## config.mk

```make
export PLATFORM = sky130hd
export DESIGN_NAME = machine_trace_buffer
export DESIGN_NICKNAME = d
export VERILOG_FILES = /design/src/rtl/machine_trace_buffer.sv
export SDC_FILE = /design/constraint.sdc
export NUM_CORES = 1
export LEC_CHECK = 0
export CAP_MARGIN = 0
export CELL_PAD_IN_SITES_DETAIL_PLACEMENT = 0
export CELL_PAD_IN_SITES_GLOBAL_PLACEMENT = 1
export CORE_MARGIN = 3
export CORE_UTILIZATION = 41
export DETAILED_ROUTE_END_ITERATION = 8
export GPL_TIMING_DRIVEN = 0
export PLACE_DENSITY_LB_ADDON = 0.1
export SLEW_MARGIN = 20
export SYNTH_ARGS = -nofsm -noshare
export SYNTH_HDL_FRONTEND = slang
export SYNTH_SLANG_ARGS = --single-unit
```

## constraint.sdc

```tcl
create_clock -name CLK -period 2.71 [get_ports CLK]
set_clock_uncertainty 0.1 [all_clocks]
set_input_delay 0.542 -clock CLK [delete_from_list [all_inputs] [get_ports CLK]]
set_output_delay 0.542 -clock CLK [all_outputs]
set_load 0.01 [all_outputs]
```

## src/rtl/machine_trace_buffer.sv

```systemverilog
// machine_trace_buffer: records every change of an upstream state machine's
// {F,S} outputs into a small first-word-fall-through FIFO, counts rising
// edges of F, and flags dropped entries with a sticky overflow bit.
// Optional feature macro: TRACE_TIMESTAMP_EN widens each entry to
// {timestamp[7:0], F, S} using a free-running 8-bit cycle counter.
module machine_trace_buffer #(
  parameter int DEPTH = 8
) (
  input  logic        CLK,
  input  logic        RESET,
  input  logic        F,
  input  logic [2:0]  S,
  input  logic        rd_en,
`ifdef TRACE_TIMESTAMP_EN
  output logic [11:0] rd_data,
`else
  output logic [3:0]  rd_data,
`endif
  output logic        empty,
  output logic        full,
  output logic [4:0]  count,
  output logic        overflow,
  output logic [7:0]  f_count
);

  localparam int         PTR_W   = (DEPTH > 1) ? $clog2(DEPTH) : 1;
  localparam logic [4:0] DEPTH_C = 5'(DEPTH);
`ifdef TRACE_TIMESTAMP_EN
  localparam int         DW      = 12;
`else
  localparam int         DW      = 4;
`endif

  logic [3:0]       prev;
  logic [PTR_W-1:0] wr_ptr;
  logic [PTR_W-1:0] rd_ptr;
  logic [DW-1:0]    mem [DEPTH];
  logic [DW-1:0]    entry;
  logic             capture;
  logic             push;
  logic             pop;

`ifdef TRACE_TIMESTAMP_EN
  logic [7:0] ts;

  // Free-running cycle counter; wraps naturally from 255 to 0.
  always_ff @(posedge CLK) begin
    if (RESET) ts <= 8'd0;
    else       ts <= ts + 8'd1;
  end

  assign entry = {ts, F, S};
`else
  assign entry = {F, S};
`endif

  assign capture = ({F, S} != prev);
  assign empty   = (count == 5'd0);
  assign full    = (count == DEPTH_C);
  assign pop     = rd_en && !empty;
  // A pop in the same cycle frees the slot, so a full FIFO can still accept.
  assign push    = capture && (!full || rd_en);

  // Control state: previous inputs, pointers, occupancy and status flags.
  // NOTE: sequential state uses non-blocking assignments so every register
  // samples pre-edge values regardless of statement order.
  always_ff @(posedge CLK) begin
    if (RESET) begin
      prev     <= 4'b0000;
      wr_ptr   <= '0;
      rd_ptr   <= '0;
      count    <= 5'd0;
      overflow <= 1'b0;
      f_count  <= 8'd0;
    end else begin
      prev <= {F, S};
      if (push) wr_ptr <= wr_ptr + PTR_W'(1);
      if (pop)  rd_ptr <= rd_ptr + PTR_W'(1);
      case ({push, pop})
        2'b10:   count <= count + 5'd1;
        2'b01:   count <= count - 5'd1;
        default: count <= count;
      endcase
      if (capture && !push) overflow <= 1'b1;
      if (F && !prev[3] && (f_count != 8'hFF)) f_count <= f_count + 8'd1;
    end
  end

  // Entry storage written at the tail on each accepted capture.
  // NOTE: the storage array is deliberately not reset; count/empty gate
  // every read, so stale contents are never observable.
  always_ff @(posedge CLK) begin
    if (!RESET && push) mem[wr_ptr] <= entry;
  end

  // Fall-through read port: head entry when non-empty, zeros otherwise.
  // NOTE: the default assignment first keeps this block free of latches.
  always_comb begin
    rd_data = '0;
    if (!empty) rd_data = mem[rd_ptr];
  end

endmodule

```

==> flow_summary.json, run 1 <==
{
  "fin_cells": 327,
  "max-vdd-ir-drop_mv": 0.457,
  "diodes": 0,
  "vias": 1687,
  "endpoint_kind": "flip-flop",
  "cts_max_level": 3,
  "fin_ws_ns": -0.162,
  "rsz0062_at_grt": "yes",
  "clk_pin_slew_ns": 0.07,
  "violations": "negative setup slack",
  "cts_buffers": 9,
  "slew_headroom_pct": 39.2,
  "post_synth.cell_area_avg_sq_um": 12.5,
  "die_area_sq_um": 7220,
  "postLayoutCoreUtil_pct": 54.2,
  "grt_overflow": 0,
  "report.final.slew_viol_count": 0,
  "final.min_clock_period_ns": 2.87,
  "cp_max_fo": 5,
  "fin_crit_sh_pct": 106,
  "nFillCells": 499,
  "placementRows": 28,
  "layout-drive-gt1-share_pct": 19.0,
  "hold_viol_final": 0,
  "clk_latency_ns": 0.33,
  "yosysWarnings": 0,
  "worstPathArrival_ns": 2.99,
  "synth_top_area_share_pct": 37.6,
  "fmax_mhz": 348,
  "dpl.hpwl_um": 3640,
  "grt_max_degree": 11,
  "grt_antenna_before_repair": 0,
  "wl_per_cell_um": 15.7,
  "tns_ns": -0.569,
  "required_ns": 2.83,
  "first_iter_violations": 130,
  "ys_ff_latch": 59,
  "drc": 0,
  "synth_nets": 220,
  "dieHeight_um": 85.0,
  "clock-root-buffer": "clkbuf_8",
  "start_util_pct": 42.7,
  "max-clock-path-buffers": 2,
  "synth_area_leaders": "edfxtp_1 38%, dfxtp_1 21%, mux4_2 7.0%",
  "hold_ws_ns": 0.408,
  "grt_pass1_vias": 1755,
  "cts_tree": "done",
  "ys_seq_area_share_pct": 58.7,
  "syn2layout_area_growth_pct": 27.1,
  "route.antenna.remaining_nets": 0,
  "wirelength_um": 5150,
  "p_leak_nw": 1.20,
  "io_buffers": 26,
  "finalSetupViolCount": 6,
  "place_congestion": 0.788,
  "worstMarginPinSlew_ns": 0.904,
  "final_cell_mix": "32 x nor2_1, 32 x edfxtp_1, 24 x dfxtp_1",
  "core_sq_um": 5990,
  "critPathKind": "reg2reg",
  "pin_count": 27,
  "status": "finished with violations",
  "die_x_um": 85.0,
  "crit_path_start_kind": "flip-flop",
  "syn_area_sq_um": 2560,
  "fin_nets": 263,
  "clock_sinks": 59,
  "yosys.area.top_type": "edfxtp_1",
  "gr-usage-all-layers_pct": 15.6,
  "powerDensity_nw_per_um2": 838,
  "maxCapViolCount": 0,
  "viasPerCell": 5.16,
  "grt_pass1_wl_um": 8450,
  "syn_inst": 204,
  "dp.cells": 305,
  "dr.pass1.iters": 4,
  "yosysUniqueCellTypes": 40,
  "hold_class": "reg2reg",
  "postCtsHoldBufs": 0
}
-- final timing paths --
| kind | cells after the start | slack [ns] | startpoint | end |
|---|---|---|---|---|
| worst max-delay path | 10 | -0.16 | count[2] | count[4] |
| worst min-delay path | 2 | 0.41 | overflow | overflow |
| worst max register to register | 10 | -0.16 | count[2] | count[4] |
| worst min register to register | 2 | 0.41 | overflow | overflow |
-- power breakdown --
group,switching [mW],internal [mW]
Clock,0.335,0.605
Sequential,0.0624,1.02
Combinational,0.336,0.359
Total,0.734,1.99
-- synthesized netlist by cell type --
cell and n:
o21a_1 1, o21ai_1 1, or4_1 1, or2_2 1, inv_1 9, nor2_1 32, mux2_1 1, o22ai_1 1
or4_4 1, nand4_1 2, nand2_4 1, dfxtp_1 27, nand3b_1 1, xor2_1 5, mux4_2 8, nor4b_1 1
and4_1 2, nor3_1 4, o211ai_1 5, nand2b_1 2, nor2b_1 9, a21o_1 1, nand3_1 7, buf_1 1
xnor2_1 3, mux2_4 1, clkbuf_1 6, nor4_1 2, edfxtp_1 32, nand2_1 5, fa_1 1, mux2i_1 10
or3_4 1, ha_1 8, o21ai_0 3, and3_1 1, a21oi_1 3, mux2_2 1, buf_2 1, a31oi_1 2
-- stage by stage --
stage | setup slack, ns | power (mW) | instance area (sq um)
3_5_place_dp | -0.851 | 1.79 | 2930
3_3_place_gp | -0.820 | 1.76 | 2930
5_1_grt | -0.273 | 2.88 | 3250
2_1_floorplan | -0.160 | 1.52 | 2570
4_1_cts | -0.204 | 2.75 | 3220
6_report | -0.162 | 2.72 | 3250
-- flip-flops by register name, indices dropped and copies added, names as in the netlist, named ones only --
signal    flops
count         5
f_count       8
mem          32
overflow      1
prev          4
rd_ptr        3
wr_ptr        3
-- per-layer routing --
layer  GRT usage (%)  vias to the layer above  wire (um)
met3            2.91                       11        177
met5               0                        -          0
li1                -                      825          -
met4            9.35                        0        101
met2            26.1                       34       2630
met1            18.7                      817       2240
-- logic make-up (layout without fill, tap and decap cells) --
group	after synthesis	in the layout	share of synthesized area, %
compound gates	17	17	4.16
simple gates	73	73	14.7
flops	59	59	58.7
xor+xnor	8	8	2.74
buf+inv	17	65	2.54
mux	21	21	12.4
fa+ha+maj	9	9	4.70
-- critical path, cell delays in order (launching register included) --
cell,delay [ns]
dfxtp_2,0.33
or4_4,0.56
or3_4,0.43
nand2_8,0.08
ha_4,0.16
inv_2,0.05
fa_2,0.33
nor2b_2,0.15
o22ai_2,0.08
mux2i_1,0.15
mux2_2,0.34
-- area by class of cell --
class / instances / area (sq um) / share of cell area [%]
sequential: 59 / 1510 / 46.4
timing repair buffer: 33 / 309 / 9.51
buffer: 7 / 30.0 / 0.924
clock buffer: 10 / 128 / 3.93
tap: 75 / 93.8 / 2.89
multi-input combinational: 128 / 1040 / 32.1
inverter: 9 / 33.8 / 1.04
clock inverter: 6 / 104 / 3.20
-- repair_timing --
action	in CTS	in global routing
buffers inserted	5	2
pin swaps	4	2
gates resized for setup	12	3
setup endpoints to repair	22	19
No activity file was read; power rests on OpenSTA's default activity.
==> inputs of run 2 (changes only) <==
- CORE_ASPECT_RATIO: default -> 1.5
- SKIP_CTS_REPAIR_TIMING: default -> 1
==> run 2 against run 1 <==
Sequential share of layout area decreased by 0.63 points. Critical endpoint unchanged. Sequential cell count did not move. The flow still finishes with violations (negative setup slack). Die area is 0.27% higher.
==> flow_summary.json, run 2 (same netlist as run 1, synthesis figures left out) <==
{
  "slew_headroom_pct": 47.2,
  "wl_per_cell_um": 16.7,
  "diodes": 0,
  "start_util_pct": 43.2,
  "postLayoutCoreUtil_pct": 55.8,
  "hold_path_depth": 2,
  "worstMarginPinSlew_ns": 0.784,
  "first_iter_violations": 98,
  "dr.pass1.iters": 4,
  "tns_ns": -1.08,
  "vias": 1675,
  "syn2layout_area_growth_pct": 29.0,
  "nFillCells": 507,
  "placedInstanceArea_sq_um": 2930,
  "fmax_mhz": 332,
  "clk_latency_ns": 0.34,
  "required_ns": 2.84,
  "largest_reg_flops": 32,
  "reg2reg_depth": 10,
  "core_sq_um": 5910,
  "final_area_sq_um": 3300,
  "cts_buffers": 9,
  "worstPathArrival_ns": 3.14,
  "pin_count": 27,
  "clock_sinks": 59,
  "route.antenna.remaining_nets": 0,
  "fin_ws_ns": -0.304,
  "hold_viol_final": 0,
  "die_x_um": 70.5,
  "place_congestion": 0.739,
  "fin_crit_sh_pct": 111,
  "wirelength_um": 5400,
  "report.final.slew_viol_count": 0,
  "grt_pass1_wl_um": 8650,
  "status": "finished with violations",
  "final_cell_mix": "32 x nor2_1, 32 x edfxtp_1, 24 x dfxtp_1",
  "finalSetupViolCount": 7,
  "cts_max_level": 3,
  "cts_tree": "done",
  "rsz0062_at_grt": "yes",
  "endpoint_kind": "flip-flop",
  "multi_input_area_sq_um": 1070,
  "p_leak_nw": 1.24,
  "gr-usage-all-layers_pct": 16.2,
  "drc": 0,
  "max-clock-path-buffers": 2,
  "regArea_sq_um": 1510,
  "cp_slowest_stage_delay_ns": 0.58,
  "top_regs": "mem: 32 flops, f_count: 8 flops, count: 5 flops",
  "io_buffers": 26,
  "grt_antenna_before_repair": 0,
  "crit_chain": "or4_4, or3_4, nand2_8, ha_4, inv_2, fa_2, nor2b_4, o22ai_2, mux2i_1, mux2_2",
  "grt_overflow": 0,
  "clock-root-buffer": "clkbuf_8",
  "crit_path_top_delay_cell": "or4_4",
  "maxCapViolCount": 0,
  "dpl.hpwl_um": 3910,
  "placementRows": 34,
  "violations": "negative setup slack",
  "largest_register": "mem",
  "cp_max_fo": 5,
  "die_area_sq_um": 7240,
  "grt_max_degree": 12,
  "layout-drive-gt1-share_pct": 20.3,
  "grt_pass1_vias": 1748,
  "hold_ws_ns": 0.413,
  "fin_cells": 323,
  "crit_path_start_kind": "flip-flop",
  "max-vdd-ir-drop_mv": 0.532,
  "viasPerCell": 5.19,
  "dieHeight_um": 103,
  "dp.cells": 302,
  "fin_nets": 262,
  "final.min_clock_period_ns": 3.01,
  "powerDensity_nw_per_um2": 853,
  "clk_pin_slew_ns": 0.07,
  "hold_class": "reg2reg",
  "critPathKind": "reg2reg"
}
[run 2: power breakdown]
group | internal (mW) | switching (mW) | total [mW] | leakage (nW)
Sequential | 1.02 | 0.0551 | 1.08 | 0.513
Combinational | 0.384 | 0.354 | 0.738 | 0.600
Clock | 0.637 | 0.360 | 0.997 | 0.123
Total | 2.04 | 0.769 | 2.81 | 1.24
[run 2: per-stage QoR]
step | total power [mW] | setup slack (ns)
global route | 2.95 | -0.370
finish | 2.81 | -0.304
global placement | 1.76 | -0.879
floorplan | 1.52 | -0.160
detailed placement | 1.79 | -0.964
CTS | 2.78 | -0.623
[run 2: routing by layer]
| layer | vias to the layer above | GRT usage [%] | share of wire, % |
|---|---|---|---|
| met2 | 36 | 29.6 | 55 |
| met1 | 801 | 16.9 | 38 |
| met3 | 13 | 3.22 | 3.5 |
| met4 | 0 | 10.0 | 2.9 |
| li1 | 825 | - | - |
| met5 | - | 0 | 0 |
[run 2: cell type report]
cell class,instances,area share (%)
sequential,59,45.8
inverter,9,1.02
timing repair buffer,32,9.56
buffer,7,0.910
multi-input combinational,128,32.4
clock buffer,10,4.17
clock inverter,6,3.38
tap,72,2.73
[run 2: final timing paths]
path	from	endpoint	slack [ns]
setup / recovery	count[2]	count[4]	-0.30
hold / removal	overflow	overflow	0.41
setup reg to reg	count[2]	count[4]	-0.30
hold reg to reg	overflow	overflow	0.41
[run 2: critical path: cells and delay by family (launching register included)]
kind            cells  cell delay (ns)
compound gates      1             0.07
fa+ha+maj           2             0.53
buf+inv             1             0.04
flops               1             0.36
mux                 2             0.54
simple gates        4             1.26
